### config.mk
export PLATFORM = sky130hd
export DESIGN_NAME = icap_load_seq
export DESIGN_NICKNAME = d
export VERILOG_FILES = /design/src/rtl/icap_load_seq.sv
export SDC_FILE = /design/constraint.sdc
export NUM_CORES = 1
export LEC_CHECK = 0
export BUFFER_PORTS_ARGS = -buffer_cell sky130_fd_sc_hd__buf_2
export CAP_MARGIN = 20
export CORE_MARGIN = 5
export CORE_UTILIZATION = 58
export CTS_CLUSTER_DIAMETER = 40
export DETAILED_ROUTE_END_ITERATION = 7
export PLACE_DENSITY = 0.79
export REMOVE_ABC_BUFFERS = 1
export SYNTH_ARGS = -nofsm -noshare
export SYNTH_HDL_FRONTEND = slang
export SYNTH_SLANG_ARGS = --single-unit
### constraint.sdc
create_clock -name clk -period 3.1 [get_ports clk]
set_clock_uncertainty 0.1 [all_clocks]
set_input_delay 0.31 -clock clk [delete_from_list [all_inputs] [get_ports clk]]
set_output_delay 0.31 -clock clk [all_outputs]
set_load 0.05 [all_outputs]
### src/rtl/icap_load_seq.sv
// Counted SPI-flash to ICAP loader: FAST_READ command, byte-wise streaming into the
// 8-bit ICAP port, sync-word supervision and a one-cycle done pulse per transfer.
module icap_load_seq #(
    parameter int unsigned SYNC_LIMIT = 64,
    parameter bit          BITSWAP    = 1'b1
) (
    input  logic        clk,
    input  logic        rst_n,
    input  logic        start,
    input  logic        abort,
    input  logic [23:0] addr,
    input  logic [23:0] len,
    output logic        busy,
    output logic        done,
    output logic        err,
    output logic        sync_ok,
    output logic        spi_cs_b,
    output logic        spi_sck,
    output logic        spi_mosi,
    input  logic        spi_miso,
    output logic        icap_ce_b,
    output logic        icap_we_b,
    output logic [7:0]  icap_d
);

    typedef enum logic [1:0] {
        ST_IDLE   = 2'd0,
        ST_CMD    = 2'd1,
        ST_DATA   = 2'd2,
        ST_FINISH = 2'd3
    } state_t;

    localparam logic [7:0]  CMD_FAST_READ = 8'h0B;
    localparam logic [31:0] SYNC_WORD     = 32'hAA99_5566;
    localparam logic [23:0] LIMIT_W       = 24'(SYNC_LIMIT);

    // ICAP expects bit 0 of each configuration byte on D[7].
    function automatic logic [7:0] bit_rev8(input logic [7:0] b);
        logic [7:0] r;
        for (int i = 0; i < 8; i++) begin
            r[i] = b[7 - i];
        end
        return r;
    endfunction

    state_t      state_r, state_s;
    logic [39:0] cmd_sr_r, cmd_sr_s;
    logic [5:0]  bit_cnt_r, bit_cnt_s;
    logic        phase_r, phase_s;
    logic [6:0]  rx_sr_r, rx_sr_s;
    logic [7:0]  rx_byte_s;
    logic [23:0] byte_cnt_r, byte_cnt_s;
    logic [23:0] len_r, len_s;
    logic [23:0] win_r, win_s;
    logic [7:0]  icap_d_r, icap_d_s;
    logic        icap_ce_b_r, icap_we_b_r;
    logic        strobe_s;
    logic        busy_r, busy_s;
    logic        done_r, done_s;
    logic        err_r, err_s;
    logic        sync_ok_r, sync_ok_s;
    logic        cs_b_r, cs_b_s;
    logic        sck_r, sck_s;
    logic        mosi_r, mosi_s;
    logic        fin_s;
    logic [39:0] cmd_word_s;

    // Next-state and next-output computation for the transfer sequencer.
    always_comb begin
        state_s    = state_r;
        cmd_sr_s   = cmd_sr_r;
        bit_cnt_s  = bit_cnt_r;
        phase_s    = phase_r;
        rx_sr_s    = rx_sr_r;
        rx_byte_s  = {rx_sr_r, spi_miso};
        byte_cnt_s = byte_cnt_r;
        len_s      = len_r;
        win_s      = win_r;
        icap_d_s   = icap_d_r;
        strobe_s   = 1'b0;
        busy_s     = busy_r;
        done_s     = 1'b0;
        err_s      = err_r;
        sync_ok_s  = sync_ok_r;
        cs_b_s     = cs_b_r;
        sck_s      = sck_r;
        mosi_s     = mosi_r;
        fin_s      = 1'b0;
        cmd_word_s = {CMD_FAST_READ, addr, 8'h00};

        case (state_r)
            ST_IDLE: begin
                if (start) begin
                    len_s      = len;
                    err_s      = 1'b0;
                    sync_ok_s  = 1'b0;
                    byte_cnt_s = 24'd0;
                    win_s      = 24'd0;
                    if (len == 24'd0) begin
                        fin_s = 1'b1;
                    end else begin
                        state_s   = ST_CMD;
                        busy_s    = 1'b1;
                        cs_b_s    = 1'b0;
                        sck_s     = 1'b0;
                        mosi_s    = cmd_word_s[39];
                        cmd_sr_s  = {cmd_word_s[38:0], 1'b0};
                        bit_cnt_s = 6'd0;
                        phase_s   = 1'b0;
                    end
                end else begin
                    busy_s = 1'b0;
                end
            end
            ST_CMD: begin
                if (abort) begin
                    fin_s = 1'b1;
                    err_s = 1'b1;
                end else if (!phase_r) begin
                    sck_s   = 1'b1;
                    phase_s = 1'b1;
                end else begin
                    sck_s   = 1'b0;
                    phase_s = 1'b0;
                    if (bit_cnt_r == 6'd39) begin
                        state_s   = ST_DATA;
                        bit_cnt_s = 6'd0;
                        mosi_s    = 1'b0;
                    end else begin
                        bit_cnt_s = bit_cnt_r + 6'd1;
                        mosi_s    = cmd_sr_r[39];
                        cmd_sr_s  = {cmd_sr_r[38:0], 1'b0};
                    end
                end
            end
            ST_DATA: begin
                // Completion checks run in the strobe cycle, so the last byte is always delivered.
                if (abort) begin
                    fin_s = 1'b1;
                    err_s = 1'b1;
                end else if (!icap_ce_b_r && ((byte_cnt_r == len_r) ||
                             (!sync_ok_r && (byte_cnt_r == LIMIT_W)))) begin
                    fin_s = 1'b1;
                    err_s = !sync_ok_r;
                end else if (!phase_r) begin
                    sck_s   = 1'b1;
                    phase_s = 1'b1;
                end else begin
                    sck_s   = 1'b0;
                    phase_s = 1'b0;
                    rx_sr_s = rx_byte_s[6:0];
                    if (bit_cnt_r[2:0] == 3'd7) begin
                        bit_cnt_s  = 6'd0;
                        strobe_s   = 1'b1;
                        icap_d_s   = (BITSWAP != 1'b0) ? bit_rev8(rx_byte_s) : rx_byte_s;
                        byte_cnt_s = byte_cnt_r + 24'd1;
                        win_s      = {win_r[15:0], rx_byte_s};
                        sync_ok_s  = sync_ok_r | ({win_r, rx_byte_s} == SYNC_WORD);
                    end else begin
                        bit_cnt_s = bit_cnt_r + 6'd1;
                    end
                end
            end
            ST_FINISH: begin
                state_s = ST_IDLE;
            end
            default: begin
                state_s = ST_IDLE;
                busy_s  = 1'b0;
                cs_b_s  = 1'b1;
                sck_s   = 1'b0;
                mosi_s  = 1'b0;
            end
        endcase

        if (fin_s) begin
            state_s = ST_FINISH;
            done_s  = 1'b1;
            busy_s  = 1'b0;
            cs_b_s  = 1'b1;
            sck_s   = 1'b0;
            mosi_s  = 1'b0;
            phase_s = 1'b0;
        end else begin
            done_s = 1'b0;
        end
    end

    // State and output registers; every port is driven straight from a flop.
    always_ff @(posedge clk) begin
        if (!rst_n) begin
            state_r     <= ST_IDLE;
            cmd_sr_r    <= 40'd0;
            bit_cnt_r   <= 6'd0;
            phase_r     <= 1'b0;
            rx_sr_r     <= 7'd0;
            byte_cnt_r  <= 24'd0;
            len_r       <= 24'd0;
            win_r       <= 24'd0;
            icap_d_r    <= 8'd0;
            icap_ce_b_r <= 1'b1;
            icap_we_b_r <= 1'b1;
            busy_r      <= 1'b0;
            done_r      <= 1'b0;
            err_r       <= 1'b0;
            sync_ok_r   <= 1'b0;
            cs_b_r      <= 1'b1;
            sck_r       <= 1'b0;
            mosi_r      <= 1'b0;
        end else begin
            state_r     <= state_s;
            cmd_sr_r    <= cmd_sr_s;
            bit_cnt_r   <= bit_cnt_s;
            phase_r     <= phase_s;
            rx_sr_r     <= rx_sr_s;
            byte_cnt_r  <= byte_cnt_s;
            len_r       <= len_s;
            win_r       <= win_s;
            icap_d_r    <= icap_d_s;
            icap_ce_b_r <= ~strobe_s;
            icap_we_b_r <= ~strobe_s;
            busy_r      <= busy_s;
            done_r      <= done_s;
            err_r       <= err_s;
            sync_ok_r   <= sync_ok_s;
            cs_b_r      <= cs_b_s;
            sck_r       <= sck_s;
            mosi_r      <= mosi_s;
        end
    end

    assign busy      = busy_r;
    assign done      = done_r;
    assign err       = err_r;
    assign sync_ok   = sync_ok_r;
    assign spi_cs_b  = cs_b_r;
    assign spi_sck   = sck_r;
    assign spi_mosi  = mosi_r;
    assign icap_ce_b = icap_ce_b_r;
    assign icap_we_b = icap_we_b_r;
    assign icap_d    = icap_d_r;

endmodule
==> impl_metrics.csv, run 1 <==
group,metric,value,unit
grt,grt_usage,25.1,%
clock_tree,cts_root_buf,"clkbuf_8",
logic_synthesis,synth_fa_ha_area_share,1.64,%
detailed_routing,drt_wl_total,15500,um
timing,worst_pin_slew,882,ps
placed_design,dp_slack,410,ps
logic_synthesis,synth_most_common_cell,"dfxtp_1",
worst_hold_path,hp-class,"input pin to flop",
timing,finalHoldViolations,0,
cells_and_area,fin_cells,933,
logic_synthesis,syn_area_per_cell,8.66,um^2
logic_synthesis,yosysWarningCount,0,
worst_setup_path,reg2reg_depth,9,
logic_synthesis,synthCells,706,
worst_setup_path,critPathKind,"flop to flop",
power_and_ir_drop,ir_drop,0.000761,V
worst_hold_path,whs_path_depth,3,
cells_and_area,nets,846,
logic_synthesis,synth-simple-area-share,22.1,%
die,die_area,12700,um^2
logic_synthesis,synth_xor_area_share,3.87,%
detailed_routing,route.detailed.wl_per_inst,16.7,um
detailed_routing,route.detailed.drc,0,
die,die_h,113,um
clock_tree,cts_made_buffers,17,
clock_tree,hold_buffers,25,
logic_synthesis,synth_top_area_cell,"dfxtp_1",
job,maxCapViolations,0,
timing,slew_viol_final,0,
power_and_ir_drop,power.density,869,nW/um^2
logic_synthesis,muxShareOfSynthArea,11.5,%
logic_synthesis,ys.flop_type,"dfxtp_1",
cells_and_area,drive_above_1_share,15.2,%
logic_synthesis,yosysTopAreaCellShare,43.9,%
grt,grt_max_degree,50,
grt,grt_pass1_wl,26300,um
placed_design,portBuffers,69,
detailed_routing,via_per_inst,5.86,
logic_synthesis,synth_area_leaders,"dfxtp_1 (44%), mux2i_1 (11%), nand2_1 (6.1%), nor2_1 (5.0%), a21oi_1 (3.6%)",
detailed_routing,detail-route-antenna-nets,0,
timing,setup_viol,0,
worst_setup_path,critPathArrivalTime,3100,ps
worst_setup_path,critPathCaptureType,"flop",
run_status,outcome,"finished, final reports clean",
clock_tree,clk_latency,530,ps
cells_and_area,diodes,0,
clock_tree,cts_tree,"built",
placed_design,gp_congestion,0.913,
clock_tree,htreeDepth,4,
worst_setup_path,crit-reg2reg-launch,"byte_cnt_r[0]",
clock_tree,post_cts_resize_count,0,
clock_tree,cts.path.max_buffers,2,
detailed_routing,drt-pass1-iter-count,6,
die,die_w,113,um
timing,setup_tns,0,ps
timing,rsz0062_at_grt,"no",
timing,layout_setup_ws,361,ps
die,placementRows,37,
worst_setup_path,start_kind,"flop",
cells_and_area,syn_to_final_growth,20.7,%
logic_synthesis,ys_types,56,
worst_setup_path,r2r_slack,360,ps
timing,period_share,88.4,%
clock_tree,postCtsSetupBuffers,0,
grt,antenna_found_initial,0,
logic_synthesis,synth_edf_count,0,
power_and_ir_drop,leakagePower,3.05,nW
clock_tree,path_clk_slew,60,ps
grt,grt_pass1_vias,5418,
placed_design,dp.final_hpwl,9920,um
logic_synthesis,ys_seq_elements,134,
timing,slew_headroom,41.2,%
worst_hold_path,min_delay_worst_endpoint,"cmd_sr_r[13]",
detailed_routing,vias,5467,
logic_synthesis,netlist_area,6120,um^2
worst_hold_path,hold_start,"addr[4]",
timing,fmax,0.365,GHz
worst_setup_path,cp.required,3460,ps
logic_synthesis,seq_area_frac_synth,43.9,%
worst_setup_path,reg2reg_to,"byte_cnt_r[23]",
power_and_ir_drop,total_power,6.42,mW
grt,overflow,0,
placed_design,dp_cells,877,
logic_synthesis,synth_top_family_by_area,"simple AND/OR/NAND/NOR gates",
die,core,10300,um^2
clock_tree,cts.sinks,134,
die,io_pins,70,
worst_setup_path,critPathMaxFanout,44,
logic_synthesis,synthTopCellsByCount,"dfxtp_1 (134), nand2_1 (100), nor2_1 (82)",
timing,min_period,2740,ps
detailed_routing,drt_iter0_markers,337,
die,start_util,59.3,%
logic_synthesis,ys_async_sr_fraction,0,%
logic_synthesis,synth-compound-area-share,13.2,%
[critical path, cell delays in order, from the launching register on]
cell     delay [ps]
dfxtp_1         470
inv_1            80
ha_1            200
nor4b_1         140
nand4_1         100
o21ai_0         120
a211o_2         340
a21o_4          410
or4_1           560
a21oi_1         140
[layout by cell type (no fill, tap or decap), types with 3 or more instances in the layout]
cell type      count
mux2i_1           70
buf_2             69
dlygate4sd3_1     25
a31o_2             3
bufinv_16          4
nor3_1             8
buf_4             10
nand4_1           18
a21o_1             3
clkinvlp_4         3
xor2_1            13
o211ai_1           4
o22ai_1            6
nor2_1            81
ha_1               8
nor2b_1            4
and3_1             5
nand3_1           20
dfxtp_1          134
clkbuf_8           3
o21ai_0           17
nand2b_1           5
or4_1              6
a22oi_1            5
nor4_1            13
nor4b_1            3
inv_1              8
a21oi_1           44
xnor2_1           14
a211oi_1          25
nand2_1          100
or3_1              7
clkbuf_16         16
and2_1             8
[through the flow]
step / util [%] / area [um^2] / hold WS (ps)
after CTS: 71.5 / 7380 / 6.49
after detailed placement: 63.1 / 6510 / 355
after global routing: 71.5 / 7380 / 17.0
after floorplan: - / 5920 / 282
final: 71.5 / 7380 / 16.0
after global placement: 63.1 / 6510 / 347
[worst max-delay path by stage]
stage                       start              to  slack, ps  depth (start not counted)
floorplan              state_r[1]    cmd_sr_r[10]       -950                          8
detailed placement  byte_cnt_r[0]  byte_cnt_r[23]        410                          9
finish              byte_cnt_r[0]  byte_cnt_r[23]        360                          9
global route        byte_cnt_r[0]    bit_cnt_r[0]        120                          9
global placement    byte_cnt_r[0]  byte_cnt_r[23]        510                          9
CTS                 byte_cnt_r[0]  byte_cnt_r[23]        390                          9
[flip-flops by register name, indices dropped and copies added (netlist names)]
register / cells
byte_cnt_r: 24
err: 1
icap_we_b: 1
icap_d: 8
spi_cs_b: 1
rx_sr_r: 7
state_r: 2
cmd_sr_r: 31
busy: 1
len_r: 24
spi_mosi: 1
sync_ok: 1
done: 1
bit_cnt_r: 6
win_r: 24
spi_sck: 1
[metal layers]
metal	vias up	part of all wire, %	GRT usage (%)
met4	0	2.4	8.89
met2	201	49	41.7
li1	2665	-	-
met5	-	0	0
met1	2562	42	31.6
met3	39	6.4	6.47
[kinds of logic after synthesis]
group           count (synthesis)
mux                            70
xor+xnor                       27
buf+inv                        53
flops                         134
compound gates                126
simple gates                  288
fa+ha+maj                       8
[area by class of cell]
type / instances / area, um^2
well taps: 136 / 170
multi-input cells: 519 / 3210
fillers: 741 / 2940
inverters: 9 / 33.8
clock buffers: 20 / 445
clock inverters: 11 / 174
flip-flops and latches: 134 / 2680
repair buffers: 104 / 671
[power by group]
part | switching [mW] | leakage, nW | internal, mW
registers | 0.172 | 1.09 | 1.97
logic | 1.38 | 1.67 | 0.791
clock network | 0.758 | 0.294 | 1.35
Note: power is estimated with default switching activity, not from simulation.
==> inputs of run 2 (changes only) <==
CORE_UTILIZATION = 45   (was 58)
PLACE_DENSITY = unset   (was 0.79)
==> run 2 against run 1 <==
  * Total power is essentially flat
  * Via count decreased by 3.9%
  * Combinational power down 2%
  * Die area increased by 26%
  * Register-to-register slack barely moved
  * Count of clock-buffer cells in the layout is 5 higher
==> impl_metrics.csv, run 2 (synthesis gave the netlist of run 1 again) <==
group,metric,value,unit
detailed_routing,vias,5256,
cells_and_area,stdcell_area,7240,um^2
worst_setup_path,critPathMaxFanout,44,
detailed_routing,via_per_inst,5.52,
grt,grt_usage,19.0,%
worst_setup_path,cp.required,3350,ps
timing,fmax,0.363,GHz
worst_hold_path,hp-class,"input pin to flop",
grt,grt_pass1_wl,25100,um
worst_setup_path,cp_cell_sequence,"inv_1 > ha_1 > nor4b_1 > nand4_1 > o21ai_0 > a211o_2 > a21o_4 > or4_1 > a21oi_1",
worst_setup_path,start_kind,"flop",
grt,met1_usage,24.6,%
worst_setup_path,crit_start,"byte_cnt_r[0]",
clock_tree,cts.sinks,134,
cells_and_area,nets,824,
die,die_w,127,um
die,placementRows,42,
cells_and_area,syn_to_final_growth,18.3,%
cells_and_area,drive_above_1_share,15.9,%
detailed_routing,detail-route-antenna-nets,0,
power_and_ir_drop,power.density,887,nW/um^2
die,core,13300,um^2
power_and_ir_drop,ir_drop,0.000772,V
placed_design,gp_congestion,0.900,
grt,overflow,0,
job,maxCapViolations,0,
clock_tree,cts.path.max_buffers,2,
run_status,outcome,"finished, final reports clean",
worst_setup_path,cp.depth,9,
placed_design,portBuffers,69,
worst_setup_path,path_buf_inv,1,
clock_tree,hold_buffers,0,
worst_setup_path,r2r_slack,350,ps
cells_and_area,regMostFlops,"cmd_sr_r",
die,io_pins,70,
detailed_routing,drt-pass1-iter-count,5,
cells_and_area,fillers,1259,
detailed_routing,drt_wl_total,14800,um
die,die_area,16000,um^2
cells_and_area,fin_util,54.4,%
die,start_util,46.0,%
cells_and_area,multi_input_area,3210,um^2
placed_design,dp_slack,393,ps
grt,grt_busiest_layer,"met2",
power_and_ir_drop,leakagePower,2.98,nW
cells_and_area,register_area,2680,um^2
cells_and_area,final_common_cell,"dfxtp_1",
placed_design,dp_cells,920,
timing,slew_headroom,49.3,%
clock_tree,postCtsSetupBuffers,0,
timing,worst_pin_slew,760,ps
worst_hold_path,hold_start,"len[15]",
placed_design,dp.final_hpwl,10600,um
worst_setup_path,critPathCaptureType,"flop",
cells_and_area,final_cell_mix,"dfxtp_1 (134), nand2_1 (100), nor2_1 (81), mux2i_1 (70), buf_2 (69)",
grt,antenna_found_initial,0,
timing,layout_setup_ws,348,ps
grt,grt_max_degree,59,
placed_design,placed_area,6600,um^2
clock_tree,cts_root_buf,"clkbuf_16",
grt,grt_pass1_vias,5212,
timing,setup_tns,0,ps
timing,rsz0062_at_grt,"no",
power_and_ir_drop,total_power,6.42,mW
clock_tree,cts_tree,"built",
clock_tree,post_cts_resize_count,0,
timing,min_period,2750,ps
worst_setup_path,critPathKind,"flop to flop",
worst_setup_path,crit-reg2reg-launch,"byte_cnt_r[0]",
clock_tree,cts_made_buffers,17,
timing,finalHoldViolations,0,
grt,grt_util_met3,4.96,%
clock_tree,clk_latency,420,ps
worst_setup_path,cp_slowest_cell,"or4_1",
timing,setup_viol,0,
timing,period_share,88.8,%
worst_setup_path,crit_family,"compound AO/OA/AOI/OAI gates",
timing,slew_viol_final,0,
cells_and_area,fin_cells,952,
detailed_routing,route.detailed.drc,0,
die,die_h,127,um
cells_and_area,diodes,0,
worst_setup_path,critPathArrivalTime,3000,ps
detailed_routing,route.detailed.wl_per_inst,15.6,um
worst_setup_path,reg2reg_depth,9,
worst_setup_path,slowest_delay,560,ps
timing,holdWs,38.7,ps
grt,grt.met2_usage,30.7,%
detailed_routing,drt_iter0_markers,271,
cells_and_area,largest_reg_flops,31,
worst_hold_path,whs_path_depth,3,
clock_tree,htreeDepth,4,
clock_tree,path_clk_slew,60,ps
## run 2: changes by cell type in the layout (fill, tap and decap cells not counted)
cell / delta
buf_12: +1
buf_4: +2
clkbuf_1: +3
clkbuf_16: +1
clkbuf_8: +1
clkinv_4: -1
clkinvlp_4: -2
dlygate4sd3_1: -25
ha_1: -1
ha_2: +1
inv_6: -1
## run 2: layer usage
metal  up-vias  part of all wire, %
met2       120                   48
met3        21                  5.0
met1      2490                   46
li1       2625                    -
met5         -                    0
met4         0                  1.5
## run 2: power by group
group / internal, mW / switching, mW / total, mW / leakage [nW]
Clock: 1.43 / 0.733 / 2.17 / 0.308
Combinational: 0.797 / 1.33 / 2.12 / 1.59
Sequential: 1.97 / 0.162 / 2.13 / 1.09
## run 2: worst paths after layout
path	endpoint
setup / recovery	byte_cnt_r[23]
hold / removal	len_r[15]
setup reg to reg	byte_cnt_r[23]
hold reg to reg	icap_d[3]
## run 2: worst min-delay path, delay by kind of cell
kind	cells	cell delay (ps)
AOI/OAI and AO/OA	1	50
buffers and inverters	1	100
and+or+nand+nor	1	50
## run 2: cell type report
class	count	area share, %
Tap cell	176	3.04
Inverter	9	0.467
Clock buffer	25	6.85
Multi-Input combinational cell	519	44.3
Sequential cell	134	37.1
Clock inverter	7	1.95
Timing Repair Buffer	82	6.29
==> inputs of run 3 (changes only) <==
RECOVER_POWER = 25   (was unset)
==> run 3 against run 2 <==
  * Final cell count is the same
  * Design area decreased by 0.35%
  * Register-to-register slack worse by 20 ps
  * Highest routed layer unchanged
  * Die area stayed put
  * Global-route usage is the same
  * Flip-flop and latch count unchanged
  * Sequential power is essentially flat
  * Total power is 0.17% lower
  * Count of clock-buffer cells in the layout unchanged
  * Largest cell class unchanged
  * Non-clock buffer count unchanged
==> impl_metrics.csv, run 3 (synthesis gave the netlist of run 1 again) <==
group,metric,value,unit
die,placementRows,42,
clock_tree,hold_buffers,0,
run_status,outcome,"finished, final reports clean",
cells_and_area,largest_reg_flops,31,
power_and_ir_drop,seq_power_share,33.2,%
worst_setup_path,critPathArrivalTime,3020,ps
die,io_pins,70,
power_and_ir_drop,clock_power_share,33.7,%
detailed_routing,via_per_inst,5.52,
worst_setup_path,critPathMaxFanout,44,
detailed_routing,detail-route-antenna-nets,0,
cells_and_area,drive_above_1_share,13.5,%
cells_and_area,diodes,0,
timing,min_period,2770,ps
die,die_h,127,um
worst_setup_path,critPathKind,"flop to flop",
worst_setup_path,cp.required,3350,ps
timing,fmax,0.361,GHz
detailed_routing,drt_wl_total,14800,um
timing,layout_setup_ws,330,ps
placed_design,portBuffers,69,
power_and_ir_drop,total_power,6.41,mW
worst_setup_path,start_kind,"flop",
detailed_routing,drt_iter0_markers,255,
clock_tree,postCtsSetupBuffers,0,
worst_hold_path,hp-class,"input pin to flop",
job,maxCapViolations,0,
power_and_ir_drop,internal-power,4.18,mW
clock_tree,cts_root_buf,"clkbuf_16",
timing,period_share,89.3,%
placed_design,gp_congestion,0.900,
power_and_ir_drop,leakagePower,2.92,nW
timing,worst_pin_slew,965,ps
grt,grt_pass1_vias,5212,
die,die_w,127,um
worst_setup_path,crit_family,"compound AO/OA/AOI/OAI gates",
grt,overflow,0,
clock_tree,htreeDepth,4,
power_and_ir_drop,switching_share,34.7,%
timing,holdWs,37.6,ps
grt,grt_usage,19.0,%
cells_and_area,final_common_cell,"dfxtp_1",
grt,grt_max_degree,59,
clock_tree,cts_made_buffers,17,
clock_tree,cts.path.max_buffers,2,
worst_setup_path,critPathCaptureType,"flop",
detailed_routing,drt-pass1-iter-count,7,
power_and_ir_drop,power.density,888,nW/um^2
worst_setup_path,cp_cell_sequence,"inv_1 > ha_1 > nor4b_1 > nand4_1 > o21ai_0 > a211o_2 > a21o_4 > or4_1 > a21oi_1",
clock_tree,cts.sinks,134,
detailed_routing,vias,5254,
placed_design,dp_slack,393,ps
detailed_routing,route.detailed.drc,0,
detailed_routing,route.detailed.wl_per_inst,15.6,um
timing,rsz0062_at_grt,"no",
worst_setup_path,slowest_delay,560,ps
clock_tree,path_clk_slew,60,ps
cells_and_area,nets,824,
power_and_ir_drop,p_switching,2.22,mW
clock_tree,clk_latency,420,ps
worst_setup_path,path_buf_inv,1,
timing,slew_viol_final,0,
die,core,13300,um^2
timing,setup_viol,0,
timing,finalHoldViolations,0,
power_and_ir_drop,ir_drop,0.000772,V
cells_and_area,regMostFlops,"cmd_sr_r",
placed_design,placed_area,6600,um^2
cells_and_area,stdcell_area,7210,um^2
cells_and_area,final_cell_mix,"dfxtp_1 (134), nand2_1 (100), nor2_1 (81), mux2i_1 (70), buf_2 (52)",
placed_design,dp.final_hpwl,10600,um
die,start_util,46.0,%
power_and_ir_drop,p_comb_share,33.0,%
worst_setup_path,cp_slowest_cell,"or4_1",
cells_and_area,syn_to_final_growth,17.9,%
die,die_area,16000,um^2
timing,slew_headroom,35.7,%
clock_tree,cts_tree,"built",
clock_tree,post_cts_resize_count,0,
grt,grt_pass1_wl,25100,um
grt,antenna_found_initial,0,
==> run 3: cell types whose count changed in the layout (fill, tap and decap cells not counted), sizes merged <==
cell / previous run / this run
buf: 82 / 64
clkbuf: 25 / 43
==> run 3: area by class of cell <==
cell class / instances / area, um^2
Inverter: 9 / 33.8
Multi-Input combinational cell: 519 / 3210
Fill cell: 1265 / 6080
Tap cell: 176 / 220
Clock inverter: 7 / 141
Clock buffer: 25 / 495
Timing Repair Buffer: 82 / 430
Sequential cell: 134 / 2680
==> run 3: worst paths after layout <==
path | from | to | slack [ps] | cells past startpoint
worst max-delay path | byte_cnt_r[0] | byte_cnt_r[23] | 330 | 9
worst min register to register | len_r[6] | len_r[6] | 370 | 2
worst max register to register | byte_cnt_r[0] | byte_cnt_r[23] | 330 | 9
worst min-delay path | len[15] | len_r[15] | 40 | 3
==> run 3: per-layer routing <==
metal / GRT usage, % / vias to the layer above / wire length (um)
met1: 24.6 / 2486 / 6770
met5: 0 / - / 0
met2: 30.7 / 122 / 7060
li1: - / 2625 / -
met4: 7.00 / 0 / 213
met3: 4.96 / 21 / 769
==> run 3: worst min-delay path: stages <==
cell     delay (ps)
buf_2           100
nand2_1          50
a21oi_1          50
==> run 3: power groups by stage <==
stage | clock network, mW | logic (mW) | registers, mW
after CTS | 2.21 | 2.14 | 2.13
after detailed placement | 0 | 2.13 | 2.16
after global placement | 0 | 2.08 | 2.15
after floorplan | 0 | 1.54 | 2.19
final | 2.16 | 2.11 | 2.13
after global routing | 2.29 | 2.35 | 2.16
==> run 3: per-stage QoR <==
step                setup TNS (ps)  instances  utilization, %
finish                           0        952            54.2
global route                     0        952            54.2
CTS                              0        952            54.4
detailed placement               0        920            49.6
global placement                 0        920            49.6
floorplan                   -25350        662               -
